==> config.mk <==
export PLATFORM = sky130hd
export DESIGN_NAME = muldiv_unit
export DESIGN_NICKNAME = d
export VERILOG_FILES = /design/src/rtl/muldiv_unit.sv
export SDC_FILE = /design/constraint.sdc
export NUM_CORES = 1
export LEC_CHECK = 0
export CAP_MARGIN = 10
export CORE_MARGIN = 10
export CORE_UTILIZATION = 66
export DETAILED_ROUTE_END_ITERATION = 6
export PLACE_DENSITY = 0.88
export SKIP_CTS_REPAIR_TIMING = 1
export SYNTH_ARGS = -nofsm -noshare
export SYNTH_HDL_FRONTEND = slang
export SYNTH_SLANG_ARGS = --single-unit
==> constraint.sdc <==
create_clock -name clk -period 5.2 [get_ports clk]
set_input_delay 1.04 -clock clk [delete_from_list [all_inputs] [get_ports clk]]
set_output_delay 1.04 -clock clk [all_outputs]
set_load 0.03 [all_outputs]
==> src/rtl/muldiv_unit.sv <==
// Iterative RV-M multiply/divide unit: one product/quotient bit per cycle, shared datapath.
// Latency: out_valid rises XLEN+1 edges after accept (1 edge for trivial operands with early-out).
// Backpressure: result and out_valid hold while out_ready is low; in_ready=0 until the result drains.
//
// Ports: clk, rst_n (async active-low); in_valid/in_ready + rs1/rs2/ctrl (funct3 op) on input;
//        flush aborts the current op; out_valid/out_ready + rd/z on output (z = rd==0).
// Optional feature: define MULDIV_EARLY_OUT_EN to finish divide-by-zero, signed overflow
//        and multiply-by-zero one edge after accept.
module muldiv_unit #(
  parameter int XLEN = 32
) (
  input  logic            clk,
  input  logic            rst_n,
  input  logic            in_valid,
  output logic            in_ready,
  input  logic [XLEN-1:0] rs1,
  input  logic [XLEN-1:0] rs2,
  input  logic [2:0]      ctrl,
  input  logic            flush,
  output logic            out_valid,
  input  logic            out_ready,
  output logic [XLEN-1:0] rd,
  output logic            z
);
  localparam int CW = $clog2(XLEN + 1);

  typedef enum logic [1:0] {IDLE, BUSY, DONE} state_t;

  state_t            state_q, state_d;
  logic [CW-1:0]     cnt_q, cnt_d;
  logic [XLEN-1:0]   a_q, a_d;        // multiplicand or divisor magnitude
  logic [2*XLEN-1:0] p_q, p_d;        // {acc/remainder, multiplier/quotient}
  logic [2:0]        op_q, op_d;
  logic              neg_lo_q, neg_lo_d;  // negate product / quotient
  logic              neg_hi_q, neg_hi_d;  // negate remainder
  logic [XLEN-1:0]   rd_q, rd_d;
  logic              z_q, z_d;

  // Operand decode, only meaningful on an accepting edge
  logic            accept, is_div, a_signed, b_signed, neg_a, neg_b, b_zero, early;
  logic [XLEN-1:0] mag_a, mag_b;

  always_comb begin
    is_div = ctrl[2];
    if (is_div) begin
      a_signed = ~ctrl[0];
      b_signed = ~ctrl[0];
    end else begin
      a_signed = (ctrl[1:0] != 2'b11);  // MULHU is the only multiply with unsigned rs1
      b_signed = ~ctrl[1];              // MULHSU and MULHU take rs2 as unsigned
    end
    neg_a  = a_signed & rs1[XLEN-1];
    neg_b  = b_signed & rs2[XLEN-1];
    mag_a  = neg_a ? -rs1 : rs1;
    mag_b  = neg_b ? -rs2 : rs2;
    b_zero = (rs2 == '0);
  end

`ifdef MULDIV_EARLY_OUT_EN
  localparam logic [XLEN-1:0] MIN_NEG = {1'b1, {(XLEN-1){1'b0}}};
  assign early = is_div ? (b_zero || (~ctrl[0] && (rs1 == MIN_NEG) && (rs2 == {XLEN{1'b1}})))
                        : ((rs1 == '0) || b_zero);
`else
  assign early = 1'b0;
`endif

  // One iteration of shift-add multiply or restoring divide
  logic [XLEN:0]     add_sum, rem_sh;
  logic [XLEN-1:0]   rem_diff;
  logic              rem_ge;
  logic [2*XLEN-1:0] p_step, prod_fix;
  logic [XLEN-1:0]   quo_fix, rem_fix, result;

  always_comb begin
    add_sum  = {1'b0, p_q[2*XLEN-1:XLEN]} + (p_q[0] ? {1'b0, a_q} : '0);
    rem_sh   = p_q[2*XLEN-1:XLEN-1];
    rem_ge   = (rem_sh >= {1'b0, a_q});
    // When rem_ge holds the true difference is below the divisor, so XLEN bits suffice
    rem_diff = rem_sh[XLEN-1:0] - a_q;
    if (op_q[2]) begin
      p_step = rem_ge ? {rem_diff, p_q[XLEN-2:0], 1'b1}
                      : {rem_sh[XLEN-1:0], p_q[XLEN-2:0], 1'b0};
    end else begin
      p_step = {add_sum, p_q[XLEN-1:1]};
    end

    prod_fix = neg_lo_q ? -p_q : p_q;
    quo_fix  = neg_lo_q ? -p_q[XLEN-1:0] : p_q[XLEN-1:0];
    rem_fix  = neg_hi_q ? -p_q[2*XLEN-1:XLEN] : p_q[2*XLEN-1:XLEN];
    case (op_q)
      3'b000:                result = prod_fix[XLEN-1:0];
      3'b001, 3'b010, 3'b011: result = prod_fix[2*XLEN-1:XLEN];
      3'b100, 3'b101:         result = quo_fix;
      default:                result = rem_fix;
    endcase
  end

  always_comb begin
    in_ready  = (state_q == IDLE) || ((state_q == DONE) && out_ready);
    out_valid = (state_q == DONE);
    accept    = in_valid && in_ready && !flush;

    state_d  = state_q;
    cnt_d    = cnt_q;
    a_d      = a_q;
    p_d      = p_q;
    op_d     = op_q;
    neg_lo_d = neg_lo_q;
    neg_hi_d = neg_hi_q;
    rd_d     = rd_q;
    z_d      = z_q;

    case (state_q)
      IDLE: ;
      BUSY: begin
        if (cnt_q != '0) begin
          p_d   = p_step;
          cnt_d = cnt_q - CW'(1);
        end else begin
          rd_d    = result;
          z_d     = (result == '0);
          state_d = DONE;
        end
      end
      DONE: if (out_ready) state_d = IDLE;
      default: state_d = IDLE;
    endcase

    if (accept) begin
      state_d = BUSY;
      op_d    = ctrl;
      a_d     = is_div ? mag_b : mag_a;
      // A zero count makes the next edge finalize straight from the preloaded p
      cnt_d   = early ? '0 : CW'(XLEN);
      if (is_div) begin
        // Divide-by-zero quotient stays all ones, so it is never negated
        neg_lo_d = (neg_a ^ neg_b) && !b_zero;
        neg_hi_d = neg_a;
        // Preload matches what the full iteration would leave: quotient all ones,
        // remainder = dividend. Overflow already finishes with {0, dividend}.
        p_d = (early && b_zero) ? {mag_a, {XLEN{1'b1}}} : {{XLEN{1'b0}}, mag_a};
      end else begin
        neg_lo_d = neg_a ^ neg_b;
        neg_hi_d = 1'b0;
        p_d      = early ? '0 : {{XLEN{1'b0}}, mag_b};
      end
    end

    if (flush) begin
      state_d = IDLE;
      cnt_d   = '0;
    end
  end

  always_ff @(posedge clk or negedge rst_n) begin
    if (!rst_n) begin
      state_q  <= IDLE;
      cnt_q    <= '0;
      a_q      <= '0;
      p_q      <= '0;
      op_q     <= '0;
      neg_lo_q <= 1'b0;
      neg_hi_q <= 1'b0;
      rd_q     <= '0;
      z_q      <= 1'b0;
    end else begin
      state_q  <= state_d;
      cnt_q    <= cnt_d;
      a_q      <= a_d;
      p_q      <= p_d;
      op_q     <= op_d;
      neg_lo_q <= neg_lo_d;
      neg_hi_q <= neg_hi_d;
      rd_q     <= rd_d;
      z_q      <= z_d;
    end
  end

  assign rd = rd_q;
  assign z  = z_q;

endmodule
### Word-level counts from Yosys, hierarchy flattened

Index checks and enable logic that the tools add are counted.

| operators by class | value |
|---|---|
| magnitude comparators | 1 |
| mux-type cells | 27 |
| bitwise gates (word level) | 6 |
| add/subtract/negate cells | 8 |
| reduce and logical (&&, ||, !) cells | 22 |
| equal/unequal tests | 11 |

Operators by type and width:

| cell | number |
|---|---|
| two-way mux 64 bit | 6 |
| two-way mux 32 bit | 7 |
| negation 32 bit | 4 |
| one-hot mux 32 bit (3 select lines) | 1 |
| logical NOT 32 bit | 2 |
| negation 64 bit | 1 |
| adder 32 x 32 -> 33 bit | 1 |
| >= comparator 33 x 32 -> 1 bit | 1 |
| subtractor 32 bit | 1 |
| two-way mux 6 bit | 4 |
| two-way mux 2 bit | 4 |
| equality test 3 x 2 -> 1 bit (second input constant) | 2 |
| equality test 3 bit (second input constant) | 2 |
| one-hot mux 2 bit (3 select lines) | 1 |
| AND reduction 2 bit | 3 |
| nonzero test 3 bit | 2 |
| nonzero test 6 bit | 1 |
| subtractor 6 x 1 -> 6 bit (second input constant) | 1 |
| logical AND 1 bit | 4 |
| two-way mux 1 bit | 4 |
| != test 4 x 2 -> 1 bit (second input constant) | 1 |
| != test 4 bit (second input constant) | 1 |
| nonzero test 2 bit | 2 |
| equality test 3 x 1 -> 1 bit (second input constant) | 1 |
| 14 further kinds | 18 |

| storage, ports and cells | value |
|---|---|
| output and inout bits | 35 |
| input bits | 72 |
| register bits | 142 |

### Logic depth before layout (Yosys ltp)

| logic depth | value |
|---|---|
| word-level depth | 7 |
| gate-level depth with buffers | 15 |
| mapped depth without buffers | 14 |

### Worst setup path before layout

No wires, ideal clock.

| path | value |
|---|---|
| path type | in2reg |
| start | input rs2[7] |
| end | register p_q[28] |
| slack | 1.690 ns |
| cell stages on the path | 8 |
| arrival time | 3.370 ns |
| library setup time | 0.140 ns |
| cells stage by stage | or4_1 > or2_1 > nor3_1 > nand3b_1 > or4_1 > o31ai_1 > xor2_1 > o221ai_1 |

| between the ends | value |
|---|---|
| longest elaborated chain between the ends | 4 |

RTL lines:

| item | line | RTL |
|---|---|---|
| start, declared | 17 | `input logic [XLEN-1:0] rs2,` |
| negation 32 bit | 55 | `mag_b = neg_b ? -rs2 : rs2;` |
| two-way mux 32 bit | 55 |  |
| two-way mux 32 bit | 135 | `if (is_div) begin` |
| two-way mux 64 bit | 129 | `if (accept) begin` |
| end signal, assigned | 170 | `p_q <= p_d;` |
| end, declared | 32 | `logic [2*XLEN-1:0] p_q, p_d;` |

Every way passes these cells.
A chain may end at the register's enable or synchronous reset.

### Worst setup path after layout

| path | value |
|---|---|
| start | register p_q[37] |
| end | register p_q[33] |

| between the ends | value |
|---|---|
| longest elaborated chain between the ends | 6 |

RTL lines:

| item | line | RTL |
|---|---|---|
| >= comparator 33 x 32 -> 1 bit | 77 | `rem_ge = (rem_sh >= {1'b0, a_q});` |
| two-way mux 64 bit | 81 | `p_step = rem_ge ? {rem_diff, p_q[XLEN-2:0], 1'b1}` |
| two-way mux 64 bit | 80 | `if (op_q[2]) begin` |
| two-way mux 64 bit | 116 | `if (cnt_q != '0) begin` |
| two-way mux 64 bit | 113 | `case (state_q)` |
| two-way mux 64 bit | 129 |  |

Every way passes these cells. The select of a mux whose other input is x is not followed.

==> impl_metrics.csv <==
group,metric,value,unit
critical_path,crit_path_top_delay_cell,"o21ai_4",
synth,syn-instance-count,1912,
global_route,grt_usage,34.6,%
worst_hold_path,worstHoldPathType,"register to register",
synth,postSynthAreaPerCell,7.47,um2
routing,drtAntennaViolNets,0,
clocking,numCtsBuffers,17,
place,place.port_buffers,106,
timing,hold_slack,0.477,ns
die,rows,53,
layout,syn_to_final_growth,12.8,%
die,start_util,67.5,%
routing,via_per_inst,6.93,
timing,post-route-period-util,84.6,%
layout,final_common_cell,"nand2_1",
critical_path,worst-path-buf-inv,2,
synth,syn_area,14300,um2
timing,rsz0062_at_grt,"no",
synth,ys.warnings.count,0,
critical_path,cp.arrival,4.68,ns
layout,antenna_cells,0,
clocking,clockBufferDepth,2,
timing,relSlewSlack,17.5,%
clocking,root_buffer,"clkbuf_16",
synth,synth-edff-count,0,
critical_path,cp_top_family,"compound AO/OA/AOI/OAI gates",
die,io_pins,107,
outcome,violations,"DRC",
clocking,clock_latency,0.44,ns
clocking,cts_tree,"yes",
layout,most-common-layout-cells,"nand2_1, o21ai_0, nor2_1",
routing,drt_wl_total,50700,um
synth,ys_ff_latch,142,
routing,vias,15500,
pwr,cellLeakagePower,0.00686,uW
place,pre_cts_ws,0.788,ns
synth,synth_nets,2056,
flow_run,cap_violations,0,
clocking,clock_sinks,142,
synth,synth_ff_type,"dfrtp_1",
layout,drive_gt1_share,5.24,%
critical_path,required,5.48,ns
synth,async_flop_share,100,%
critical_path,max_stage_delay,0.75,ns
pwr,ir_worst_vdd,0.297,mV
global_route,grt_antenna_before_repair,0,
critical_path,endpoint_kind,"register",
timing,fmax,227,MHz
die,core,21200,um2
timing,finalCriticalPeriod,4.40,ns
routing,drt-pass1-iter-count,7,
layout,nets,2095,
die,die-area,27900,um2
global_route,grt_pass1_wl,79600,um
global_route,grt_pass1_vias,14700,
pwr,power_density,589,nW/um2
die,fp.dieW,167,um
timing,slew_viol_final,0,
timing,hold_viol,0,
timing,fin_tns_setup,0,ns
critical_path,crit_chain,"ha_1 -> a211o_1 -> o311ai_1 -> a2111oi_0 -> buf_4 -> o31a_1 -> o21ai_4 -> buf_12 -> mux2i_1 -> nand2_1 -> o211ai_1 -> o31ai_1",
timing,finalWorstSetupSlack,0.803,ns
clocking,clk_pin_slew,0.07,ns
routing,drcViolationCount,5,
synth,yosysUniqueCellTypes,86,
critical_path,critPathKind,"register to register",
outcome,status,"complete, but fails checks",
global_route,grt_remaining_overflow,0,
place,dp_hpwl,38700,um
clocking,htreeDepth,4,
routing,wl_per_cell,22.6,um
place,routabilityCongestion,1.06,
synth,ys_seq_area_share,24.9,%
timing,finClkSkew,0.0182,ns
die,die_h,167,um
global_route,grt_start_max_net_pins,99,
critical_path,worstSetupStartpointType,"register",
timing,setup_violations,0,
timing,worst_pin_slew,1.24,ns
routing,drt_iter0_drc,2171,
critical_path,crit_fanout,26,
-- cell usage after synthesis (7+ instances only) --
library cell | instances | area (um2)
nand2b_1 | 16 | 100
a211oi_1 | 20 | 150
and3_1 | 12 | 75.1
o21ai_1 | 8 | 40.0
nand4_1 | 16 | 100
clkbuf_1 | 96 | 360
a211o_1 | 9 | 78.8
a22oi_1 | 23 | 173
o211ai_1 | 48 | 360
nor2b_1 | 7 | 43.8
xor2_1 | 84 | 736
nand2_1 | 221 | 830
a21oi_1 | 172 | 861
mux2i_1 | 43 | 430
inv_1 | 67 | 251
or4_1 | 12 | 90.1
and2_1 | 11 | 68.8
a21o_1 | 32 | 240
nor3_1 | 42 | 210
buf_2 | 10 | 50.1
o21bai_1 | 8 | 60.1
nor2_1 | 179 | 672
o41ai_1 | 8 | 70.1
nand3_1 | 27 | 135
o21a_1 | 17 | 128
o22ai_1 | 12 | 75.1
or3_1 | 26 | 163
buf_1 | 9 | 33.8
nor4_1 | 17 | 106
o221ai_1 | 12 | 105
dfrtp_1 | 142 | 3550
o21ai_0 | 205 | 1030
o31ai_1 | 21 | 158
xnor2_1 | 78 | 683
a31oi_1 | 15 | 93.8
ha_1 | 70 | 876
-- kinds of logic after synthesis --
logic type,Yosys count,synth area share (%)
AO/OA/AOI/OAI,669,29.2
AND/OR/NAND/NOR,631,21.0
buffers and inverters,188,5.12
XOR/XNOR,162,9.93
flip-flops,142,24.9
adder cells (fa/ha/maj),72,6.41
multiplexers,48,3.41
-- worst register-to-register path, cell delays in order, from the launching register on --
cell       delay [ns]
dfrtp_1          0.63
ha_1             0.40
a211o_1          0.33
o311ai_1         0.46
a2111oi_0        0.26
buf_4            0.21
o31a_1           0.39
o21ai_4          0.76
buf_12           0.27
mux2i_1          0.20
nand2_1          0.08
o211ai_1         0.15
o31ai_1          0.12
-- state kept, by name (all words and copies together) (netlist names) --
| signal | count |
|---|---|
| p_q | 64 |
| a_q | 32 |
| rd | 32 |
| cnt_q | 6 |
| op_q | 3 |
| state_q | 2 |
| neg_hi_q | 1 |
| neg_lo_q | 1 |
| z | 1 |
-- metrics by stage --
| step | cells | cell area [um2] | util (%) | total power (uW) |
|---|---|---|---|---|
| CTS | 2239 | 16100 | 76.2 | 9250 |
| finish | 2239 | 16100 | 76.2 | 9490 |
| detailed placement | 2207 | 15500 | 73.3 | 7900 |
| global placement | 2207 | 15500 | 73.3 | 7750 |
| floorplan | 1912 | 14300 | - | 6090 |
| global route | 2239 | 16100 | 76.2 | 10000 |
-- area by class of cell --
| cell class | count | area (um2) |
|---|---|---|
| inverter | 69 | 259 |
| sequential | 142 | 3550 |
| multi-input combinational | 1582 | 10000 |
| clock buffer | 18 | 429 |
| tap | 275 | 344 |
| fill | 1610 | 5040 |
| clock inverter | 14 | 181 |
| timing repair buffer | 139 | 1320 |
-- report_power, final --
group	internal, uW	total (uW)	switching [uW]	leakage, uW
Clock	765	1310	547	0.000290
Sequential	1480	2150	677	0.00181
Combinational	2330	6020	3700	0.00476
Total	4570	9490	4920	0.00686
-- path summary, 6_finish.rpt --
check                         from      end  slack, ns  cells after the start
max                        p_q[37]  p_q[33]       0.80                     12
min                          rd[4]    rd[4]       0.48                      2
max reg2reg                p_q[37]  p_q[33]       0.80                     12
min reg2reg                  rd[4]    rd[4]       0.48                      2
max in group asynchronous    rst_n  p_q[14]       3.34                      2
min in group asynchronous    rst_n   rd[11]       0.73                      1
-- routing by layer --
layer | vias up | GRT usage [%] | share of wire [%]
li1 | 7032 | - | -
met1 | 7219 | 43.6 | 39
met2 | 1045 | 53.6 | 43
met3 | 220 | 9.93 | 12
met4 | 0 | 16.2 | 5.3
met5 | - | 0 | 0
(Power assumes the default switching activity.)
